==> src/rtl/seg7_pkg.sv <==
// Shared constants for the multiplexed 7-segment display: active-low segment
// patterns {g,f,e,d,c,b,a} and the scan state encoding.
package seg7_pkg;

   localparam logic [6:0] SEG_0    = 7'h40;
   localparam logic [6:0] SEG_1    = 7'h79;
   localparam logic [6:0] SEG_2    = 7'h24;
   localparam logic [6:0] SEG_3    = 7'h30;
   localparam logic [6:0] SEG_4    = 7'h19;
   localparam logic [6:0] SEG_5    = 7'h12;
   localparam logic [6:0] SEG_6    = 7'h02;
   localparam logic [6:0] SEG_7    = 7'h78;
   localparam logic [6:0] SEG_8    = 7'h00;
   localparam logic [6:0] SEG_9    = 7'h10;
   localparam logic [6:0] SEG_DASH = 7'h3F;
   localparam logic [6:0] SEG_OFF  = 7'h7F;

   typedef enum logic [1:0] {
      IDLE  = 2'd0,
      SHOW  = 2'd1,
      GUARD = 2'd2
   } scan_state_t;

endpackage

==> src/rtl/bcd_to_seg7.sv <==
// Combinational BCD nibble to active-low 7-segment decoder; non-BCD nibbles
// render as a dash.
module bcd_to_seg7
   import seg7_pkg::*;
(
   input  logic [3:0] bcd,
   output logic [6:0] seg
);

   always_comb begin
      case (bcd)
         4'd0:    seg = SEG_0;
         4'd1:    seg = SEG_1;
         4'd2:    seg = SEG_2;
         4'd3:    seg = SEG_3;
         4'd4:    seg = SEG_4;
         4'd5:    seg = SEG_5;
         4'd6:    seg = SEG_6;
         4'd7:    seg = SEG_7;
         4'd8:    seg = SEG_8;
         4'd9:    seg = SEG_9;
         default: seg = SEG_DASH;
      endcase
   end

endmodule

==> src/rtl/seg7_scan_display.sv <==
// Time-multiplexed common-anode display scanner with guard interval and
// frame-coherent digit snapshot. Define SEG7_BLANK_EN for leading-zero blanking.
module seg7_scan_display
   import seg7_pkg::*;
#(
   parameter int NUM_DIGITS   = 4,
   parameter int REFRESH_DIV  = 50000,
   parameter int GUARD_CYCLES = 500
) (
   input  logic                      clk,
   input  logic                      reset,
   input  logic                      enable,
   input  logic [4*NUM_DIGITS-1:0]   digits,
   input  logic [NUM_DIGITS-1:0]     dp_mask,
   output logic [NUM_DIGITS-1:0]     an,
   output logic [6:0]                seg,
   output logic                      dp,
   output logic                      frame_tick
);

   localparam int CNT_W = $clog2(REFRESH_DIV);
   localparam int IDX_W = $clog2(NUM_DIGITS);

   localparam logic [CNT_W-1:0] SHOW_END = CNT_W'(REFRESH_DIV - GUARD_CYCLES - 1);
   localparam logic [CNT_W-1:0] SLOT_END = CNT_W'(REFRESH_DIV - 1);
   localparam logic [IDX_W-1:0] LAST_IDX = IDX_W'(NUM_DIGITS - 1);

   scan_state_t               state_reg, state_next;
   logic [CNT_W-1:0]          cnt_reg, cnt_next;
   logic [IDX_W-1:0]          idx_reg, idx_next;
   logic [4*NUM_DIGITS-1:0]   snap_reg, snap_next;
   logic [NUM_DIGITS-1:0]     dps_reg, dps_next;

   logic [NUM_DIGITS-1:0]     an_next;
   logic [6:0]                seg_next;
   logic                      dp_next;
   logic                      tick_next;

   logic [3:0]                cur_digit;
   logic [6:0]                cur_seg;
   logic [NUM_DIGITS-1:0]     blank;

   always_comb begin
      state_next = state_reg;
      cnt_next   = cnt_reg;
      idx_next   = idx_reg;
      snap_next  = snap_reg;
      dps_next   = dps_reg;
      tick_next  = 1'b0;
      case (state_reg)
         IDLE: begin
            if (enable) begin
               state_next = SHOW;
               cnt_next   = '0;
               idx_next   = '0;
               snap_next  = digits;
               dps_next   = dp_mask;
            end
         end
         SHOW: begin
            if (!enable) begin
               state_next = IDLE;
               cnt_next   = '0;
               idx_next   = '0;
            end else begin
               cnt_next = cnt_reg + 1'b1;
               if (cnt_reg == SHOW_END)
                  state_next = GUARD;
            end
         end
         GUARD: begin
            if (!enable) begin
               state_next = IDLE;
               cnt_next   = '0;
               idx_next   = '0;
            end else if (cnt_reg == SLOT_END) begin
               state_next = SHOW;
               cnt_next   = '0;
               if (idx_reg == LAST_IDX) begin
                  // Frame boundary: the only point where new input values are taken.
                  idx_next  = '0;
                  snap_next = digits;
                  dps_next  = dp_mask;
                  tick_next = 1'b1;
               end else begin
                  idx_next = idx_reg + 1'b1;
               end
            end else begin
               cnt_next = cnt_reg + 1'b1;
            end
         end
         default: begin
            state_next = IDLE;
            cnt_next   = '0;
            idx_next   = '0;
         end
      endcase
   end

   // Outputs are derived from next-state values so they change on the same edge.
   assign cur_digit = snap_next[4*idx_next +: 4];

   bcd_to_seg7 u_dec (
      .bcd (cur_digit),
      .seg (cur_seg)
   );

`ifdef SEG7_BLANK_EN
   assign blank[0] = 1'b0;
   generate
      for (genvar gi = 1; gi < NUM_DIGITS; gi++) begin : g_blank
         assign blank[gi] = (snap_next[4*NUM_DIGITS-1 : 4*gi] == '0);
      end
   endgenerate
`else
   assign blank = '0;
`endif

   always_comb begin
      an_next  = '1;
      seg_next = SEG_OFF;
      dp_next  = 1'b1;
      if (state_next == SHOW) begin
         an_next[idx_next] = 1'b0;
         seg_next          = blank[idx_next] ? SEG_OFF : cur_seg;
         dp_next           = ~dps_next[idx_next];
      end
   end

   always_ff @(posedge clk or posedge reset) begin
      if (reset) begin
         state_reg  <= IDLE;
         cnt_reg    <= '0;
         idx_reg    <= '0;
         snap_reg   <= '0;
         dps_reg    <= '0;
         an         <= '1;
         seg        <= SEG_OFF;
         dp         <= 1'b1;
         frame_tick <= 1'b0;
      end else begin
         state_reg  <= state_next;
         cnt_reg    <= cnt_next;
         idx_reg    <= idx_next;
         snap_reg   <= snap_next;
         dps_reg    <= dps_next;
         an         <= an_next;
         seg        <= seg_next;
         dp         <= dp_next;
         frame_tick <= tick_next;
      end
   end

endmodule

==> config.mk <==
export PLATFORM = sky130hd
export DESIGN_NAME = seg7_scan_display
export DESIGN_NICKNAME = d
export VERILOG_FILES = /design/src/rtl/seg7_pkg.sv /design/src/rtl/bcd_to_seg7.sv /design/src/rtl/seg7_scan_display.sv
export SDC_FILE = /design/constraint.sdc
export NUM_CORES = 1
export LEC_CHECK = 0
export CORE_UTILIZATION = 45
export DETAILED_ROUTE_END_ITERATION = 12
export PLACE_DENSITY = 0.69
export REMOVE_ABC_BUFFERS = 1
export SLEW_MARGIN = 25
export SYNTH_ARGS = -nofsm -noshare
export SYNTH_HDL_FRONTEND = slang
export SYNTH_SLANG_ARGS = --single-unit
==> constraint.sdc <==
create_clock -name clk -period 3.4 [get_ports clk]
set_input_delay 0.51 -clock clk [delete_from_list [all_inputs] [get_ports clk]]
set_output_delay 0.51 -clock clk [all_outputs]
set_load 0.1 [all_outputs]
-- After elaboration in Yosys (flattened, before gate mapping)
Memories as Yosys holds them, arrays and structs flattened.
Index checks and enable logic that the tools add are counted.
- logic and storage cells: 67
- input bits: 23
- bits in read-only memories: 112
- memories kept: 1
- bits in registers: 53
- output and inout bits: 13
- magnitude comparators: 2
- $add $sub $neg: 2
- shift operators: 1
- muxes and demuxes: 41
- reductions and logical operators: 2
- equal/unequal tests: 7
- bitwise gates (word level): 2
- memory list (memory ; words ; bits a word ; read ports ; clocked after Yosys merged registers in ; wr ports ; RTL line ; text):
    (no name shown) ; 16 ; 7 ; 1 ; 0 ; 0 ; bcd_to_seg7.sv:11 ; case (bcd)
- operator list (cell ; number):
    two-way mux 16 bit ; 8
    case mux 16 bit (3 select lines) ; 1
    equality test 16 bit (second input constant) ; 2
    case mux 16 bit (2 select lines) ; 1
    two-way mux 2 bit ; 10
    two-way mux 4 bit ; 5
    adder 16 x 1 -> 16 bit (second input constant) ; 1
    variable part select 16 x 5 -> 4 bit ; 1
    two-way mux 7 bit ; 2
    case mux 2 bit (3 select lines) ; 2
    two-way mux 1 bit ; 8
    case mux 4 bit (2 select lines) ; 1
    binary-select mux 1 bit (select 2 bit) ; 2
    equality test 2 x 1 -> 1 bit (second input constant) ; 2
    equality test 2 bit (second input constant) ; 2
    NOT 4 bit ; 1
    less-than comparator 2 x 3 -> 1 bit (second input constant) ; 1
    adder 2 x 1 -> 2 bit (second input constant) ; 1
    demux 1 bit (select 2 bit) ; 1
    >= comparator 2 x 1 -> 1 bit (second input constant) ; 1
    zero test 2 bit ; 1
    != test 2 bit (second input constant) ; 1
    logical AND 1 bit ; 1
    NOT 1 bit ; 1

-- Logic depth before layout (Yosys ltp)
- word-level depth: 11
- gate-level depth with buffers: 16
- mapped depth without buffers: 14

-- Modules after synthesis
Synthesis repeated with hierarchy kept, for this count alone.
- cell total of the unflattened synthesis: 300
- area, all modules: 2931.6 µm²
- modules (own cells, without submodules) (module ; sequential area each (µm²) ; cells each ; instances ; area an instance (µm²)):
    seg7_scan_display ; 1341.3 ; 269 ; 1 ; 2691.3
    bcd_to_seg7 ; 0.0 ; 31 ; 1 ; 240.2

-- Least setup slack after synthesis
Ideal clock, no wire load.
- kind: register to register
- start point: reg cnt_reg[10]
- end point: reg seg[0]
- slack: 0.073 ns
- setup time: 0.090 ns
- required time: 3.310 ns
- cell stages (with the launch flop): 15
- arrival: 3.238 ns
- clock period less this slack: 3.327 ns
- buffers on the path: 3
- path through: dfrtp_1 > or4_4 > or4_1 > buf_2 > o22a_4 > buf_6 > clkbuf_1 > nor2_1 > nor2_1 > mux2_2 > mux2_2 > ha_1 > inv_1 > o221ai_2 > a21boi_1
- cells in the longest elaborated chain, start to end: 8
- elaborated cells between the ends (all ways): 20
- classes of those cells: eq/ne: 3; shift: 1; mux: 15; memory: 1
- ends and longest elaborated chain (what ; RTL line ; text):
    from (decl) ; seg7_scan_display.sv:29 ; logic [CNT_W-1:0] cnt_reg, cnt_next;
    from (signal assigned) ; seg7_scan_display.sv:143 ; cnt_reg <= cnt_next;
    equality test 16 bit ; seg7_scan_display.sv:76 ; end else if (cnt_reg == SLOT_END) begin
    two-way mux 16 bit ; seg7_scan_display.sv:76 ;
    two-way mux 16 bit ; seg7_scan_display.sv:72 ; if (!enable) begin
    case mux 16 bit (2 select lines) ; seg7_scan_display.sv:50 ; case (state_reg)
    net snap_next[4] ; seg7_scan_display.sv:31 ; logic [4*NUM_DIGITS-1:0] snap_reg, snap_next;
    variable part select 16 x 5 -> 4 bit ; seg7_scan_display.sv:101 ; assign cur_digit = snap_next[4*idx_next +: 4];
    memory (16 x 7 bit) ; - ;
    two-way mux 7 bit ; seg7_scan_display.sv:125 ; seg_next = blank[idx_next] ? SEG_OFF : cur_seg;
    two-way mux 7 bit ; seg7_scan_display.sv:123 ; if (state_next == SHOW) begin
    net seg_next[0] ; seg7_scan_display.sv:35 ; logic [6:0] seg_next;
    to (signal assigned) ; seg7_scan_display.sv:148 ; seg <= seg_next;
    to (decl) ; seg7_scan_display.sv:16 ; output logic [6:0] seg,
The timed path passes the listed nets, and every way through them passes these cells. The select of a mux whose other input is x is not followed.
A chain may end at the register's enable or synchronous reset.

-- Worst setup path in the final report
- start point: reg cnt_reg[5]
- end point: reg seg[4]
- cells in the longest elaborated chain, start to end: 8
- elaborated cells between the ends (all ways): 20
- classes of those cells: eq/ne: 3; shift: 1; mux: 15; memory: 1
- ends and longest elaborated chain (what ; RTL line ; text):
    equality test 16 bit * ; seg7_scan_display.sv:76 ;
    two-way mux 2 bit * ; seg7_scan_display.sv:76 ;
    two-way mux 2 bit * ; seg7_scan_display.sv:72 ;
    case mux 2 bit (3 select lines) * ; seg7_scan_display.sv:50 ;
    net idx_next[1] ; seg7_scan_display.sv:30 ; logic [IDX_W-1:0] idx_reg, idx_next;
    variable part select 16 x 5 -> 4 bit / binary-select mux 1 bit (select 2 bit) (equally long branches) ; seg7_scan_display.sv:101, seg7_scan_display.sv:125 ;
    memory (16 x 7 bit) / two-way mux 1 bit (equally long branches) ; - ;
    two-way mux 7 bit * ; seg7_scan_display.sv:125 ;
    two-way mux 7 bit * ; seg7_scan_display.sv:123 ;
    net seg_next[4] ; seg7_scan_display.sv:35 ;
Mark *: on every way through the listed nets, which the timed path passes. The rest lies on a longest branch. The select of a mux whose other input is x is not followed.

==> metrics.txt <==
DPL Wire Length=5320 um; P_int=1.52 mW; Hold Crit Depth=2; top post-synthesis cells by area=dfrtp_1 (34%), dfstp_2 (10%), ha_1 (4.9%); R2R cell count=10; Sw Ratio=44.0%; Core Rows=29; R2R Setup Slk=90 ps; hold endpoint=snap_reg[9]$_DFF_PP0_; Port Buffers=35; share of layout cells above drive strength 1=20.8%; Finished Layout Cells=461; NumNets Final=418; Hold Startpoint=snap_reg[9]$_DFF_PP0_; post-route ant nets=0; startpoint types=flip-flop; Worst Slack Setup Final=88.5 ps; Worst-Margin Slew=978 ps; status=complete, but fails checks; die area=0.00708 sq mm; core area=0.00642 sq mm; Syn-to-layout area delta=25.7%; Cell Pwr Density=712 mW/mm^2; largest net degree at the start of global routing=50; DR WL/cell=16.2 um; Post-synth EDFFs=0; H-tree levels=2; YS warnings=0; Gate Count Post-Synth=326; clock share of power=13.4%; power share of the combinational group=53.7%; RD Place Congestion=0.827; cell at the root of the clock tree=clkbuf_8; placed insts=449; Clock Tree Buf Depth=2; Synth async-reset ratio=100%; vias per cell=5.78; DRT iter0 DRCs=154; Finished Core Util=59.4%; first-pass GRT wire length=12,500 um; most common cell after layout, fill and taps aside=dfrtp_1; Num Clock Sinks=53; reg-to-reg startpoint=cnt_reg[5]$_DFFE_PP0P_; clock skew=17.2 ps; Leakage Power=1.61 nW; fin crit period=3310 ps; endpoints failing setup=0; Netlist Area Pre-Place=0.00304 sq mm; vias=2,666; Max VDD drop=0.392 mV; fin. max-slew vios=0; Num CTS Buffers=5; final worst-path cycle share=97.4%; clk_lat worst skew=310 ps; CTS tree=built; Worst Hold Class=reg2reg; # IOs=36; Crit path arrival time=3550 ps; Rel. slew slack=34.6%; hold-fix buffers at CTS=0; CP Data Required Time=3640 ps; count of filler cells inserted in the layout=565; crit path capture type=flip-flop; Max FO, Critical Path=8; Seq/Total Area, Yosys=44.2%; Mean Syn Cell Area=9.32 sq um; failing checks=DRC; post-synth top area cell=dfrtp_1; crit path kind=reg2reg; remaining global-route overflow=0; clock-pin slew on the worst setup and hold paths=110 ps; antenna violations before repair=0; worst slack, placed=-13.9 ps; most frequent cells in the layout=dfrtp_1 (41), nor2_1 (38), clkdlybuf4s50_1 (35), nand2_1 (33), buf_4 (30); r2r endpoint=seg[4]$_DFF_PP1_; Yosys cell types=60; Seq pwr share=32.9%; number of max-cap violations=0; final WL=7480 um; Post-DP Area=0.00362 sq mm; final instance area=0.00382 sq mm; total power draw=2.72 mW; die height=84.2 um; # DRC=4; router iterations before antenna repair=8; vias in the first global route=2,556; Initial Utilization=47.3%; Final Hold Fails=0; Ant. Diodes=0; Switch Pwr=1.20 mW; Peak Freq=302 MHz; DIE WIDTH=84.2 um; share of the synthesized area in the top cell type=33.8%; ys flop type=dfrtp_1; Yosys reg bits=53; GRT Total Usage=22.2%
how the worst max path moves through the flow:
stage	start	endpoint	slack (ps)
2_1_floorplan	cnt_reg[10]$_DFFE_PP0P_	seg[4]$_DFF_PP1_	8
3_3_place_gp	cnt_reg[10]$_DFFE_PP0P_	seg[0]$_DFF_PP1_	-1
3_5_place_dp	cnt_reg[11]$_DFFE_PP0P_	seg[3]$_DFF_PP1_	-10
4_1_cts	cnt_reg[11]$_DFFE_PP0P_	seg[6]$_DFF_PP1_	10
5_1_grt	cnt_reg[5]$_DFFE_PP0P_	seg[6]$_DFF_PP1_	-10
6_report	cnt_reg[5]$_DFFE_PP0P_	seg[4]$_DFF_PP1_	90
cell families (layout without fill, tap and decap cells):
logic type / after synthesis / after routing / share of synthesized area, %
and+or+nand+nor: 121 / 121 / 19.6
AOI/OAI and AO/OA: 77 / 77 / 17.5
DFF: 53 / 53 / 44.2
buffers and inverters: 38 / 96 / 5.31
muxes: 13 / 13 / 5.02
adders and majority gates: 12 / 12 / 4.94
xor gates and xnor gates: 12 / 12 / 3.46
synth_stat cells, types with 3 or more instances:
master,instances
a211oi_1,3
a21oi_1,13
a31oi_1,3
and2_1,3
and3_1,3
buf_2,4
clkbuf_1,9
dfrtp_1,41
dfstp_2,12
ha_1,12
inv_1,21
mux2_2,3
mux2_4,3
mux2i_1,6
nand2_1,33
nand3_1,8
nand4_1,14
nor2_1,38
nor3_1,4
o211ai_1,3
o21ai_0,19
o22a_1,3
o22ai_1,5
o311ai_0,3
o31ai_1,4
xnor2_1,6
xor2_1,6
worst max-delay path, stage by stage, from the launching register on:
cell	delay, ps
dfrtp_1	440
or4_4	500
nor4_2	300
buf_4	180
mux2_4	320
or2_1	300
inv_4	130
mux2_4	320
mux2_4	310
a22o_1	250
a31oi_1	170
cell type report:
class                   count  area [sq um]  area share, %
clock inverters             2          13.8          0.361
multi-input cells         235          1610           42.2
inverters                  22          86.3           2.26
repair buffers             66           596           15.6
well taps                  77          96.3           2.52
flip-flops and latches     53          1340           35.1
clock buffers               6          72.6           1.90
layer usage:
metal  part of all wire (%)  track usage [%]
met2                     47             34.6
met5                      0                0
met4                   0.94             5.96
met3                    3.5             3.05
met1                     48             32.5
timing repair:
item / in CTS / in global routing
buffers inserted: 0 / 4
hold endpoints to repair: 0 / 0
endpoints found under the setup margin: 2 / 7
gates resized for setup: 1 / 14
power by group through the flow:
stage                     Combinational [mW]  Clock (mW)  Sequential (mW)
after detailed placement                1.36           0            0.907
after floorplan                        0.645           0             1.21
after global routing                    1.58       0.402            0.909
after global placement                  1.33           0            0.900
final                                   1.46       0.364            0.896
after CTS                               1.37       0.375            0.894
metrics by stage:
stage	TNS, ps	hold WS, ps
3_5_place_dp	-24.9	485
4_1_cts	0	511
6_report	0	521
2_1_floorplan	0	459
5_1_grt	-12.6	544
3_3_place_gp	-2.17	473
Power figures use the tool's default switching activity.
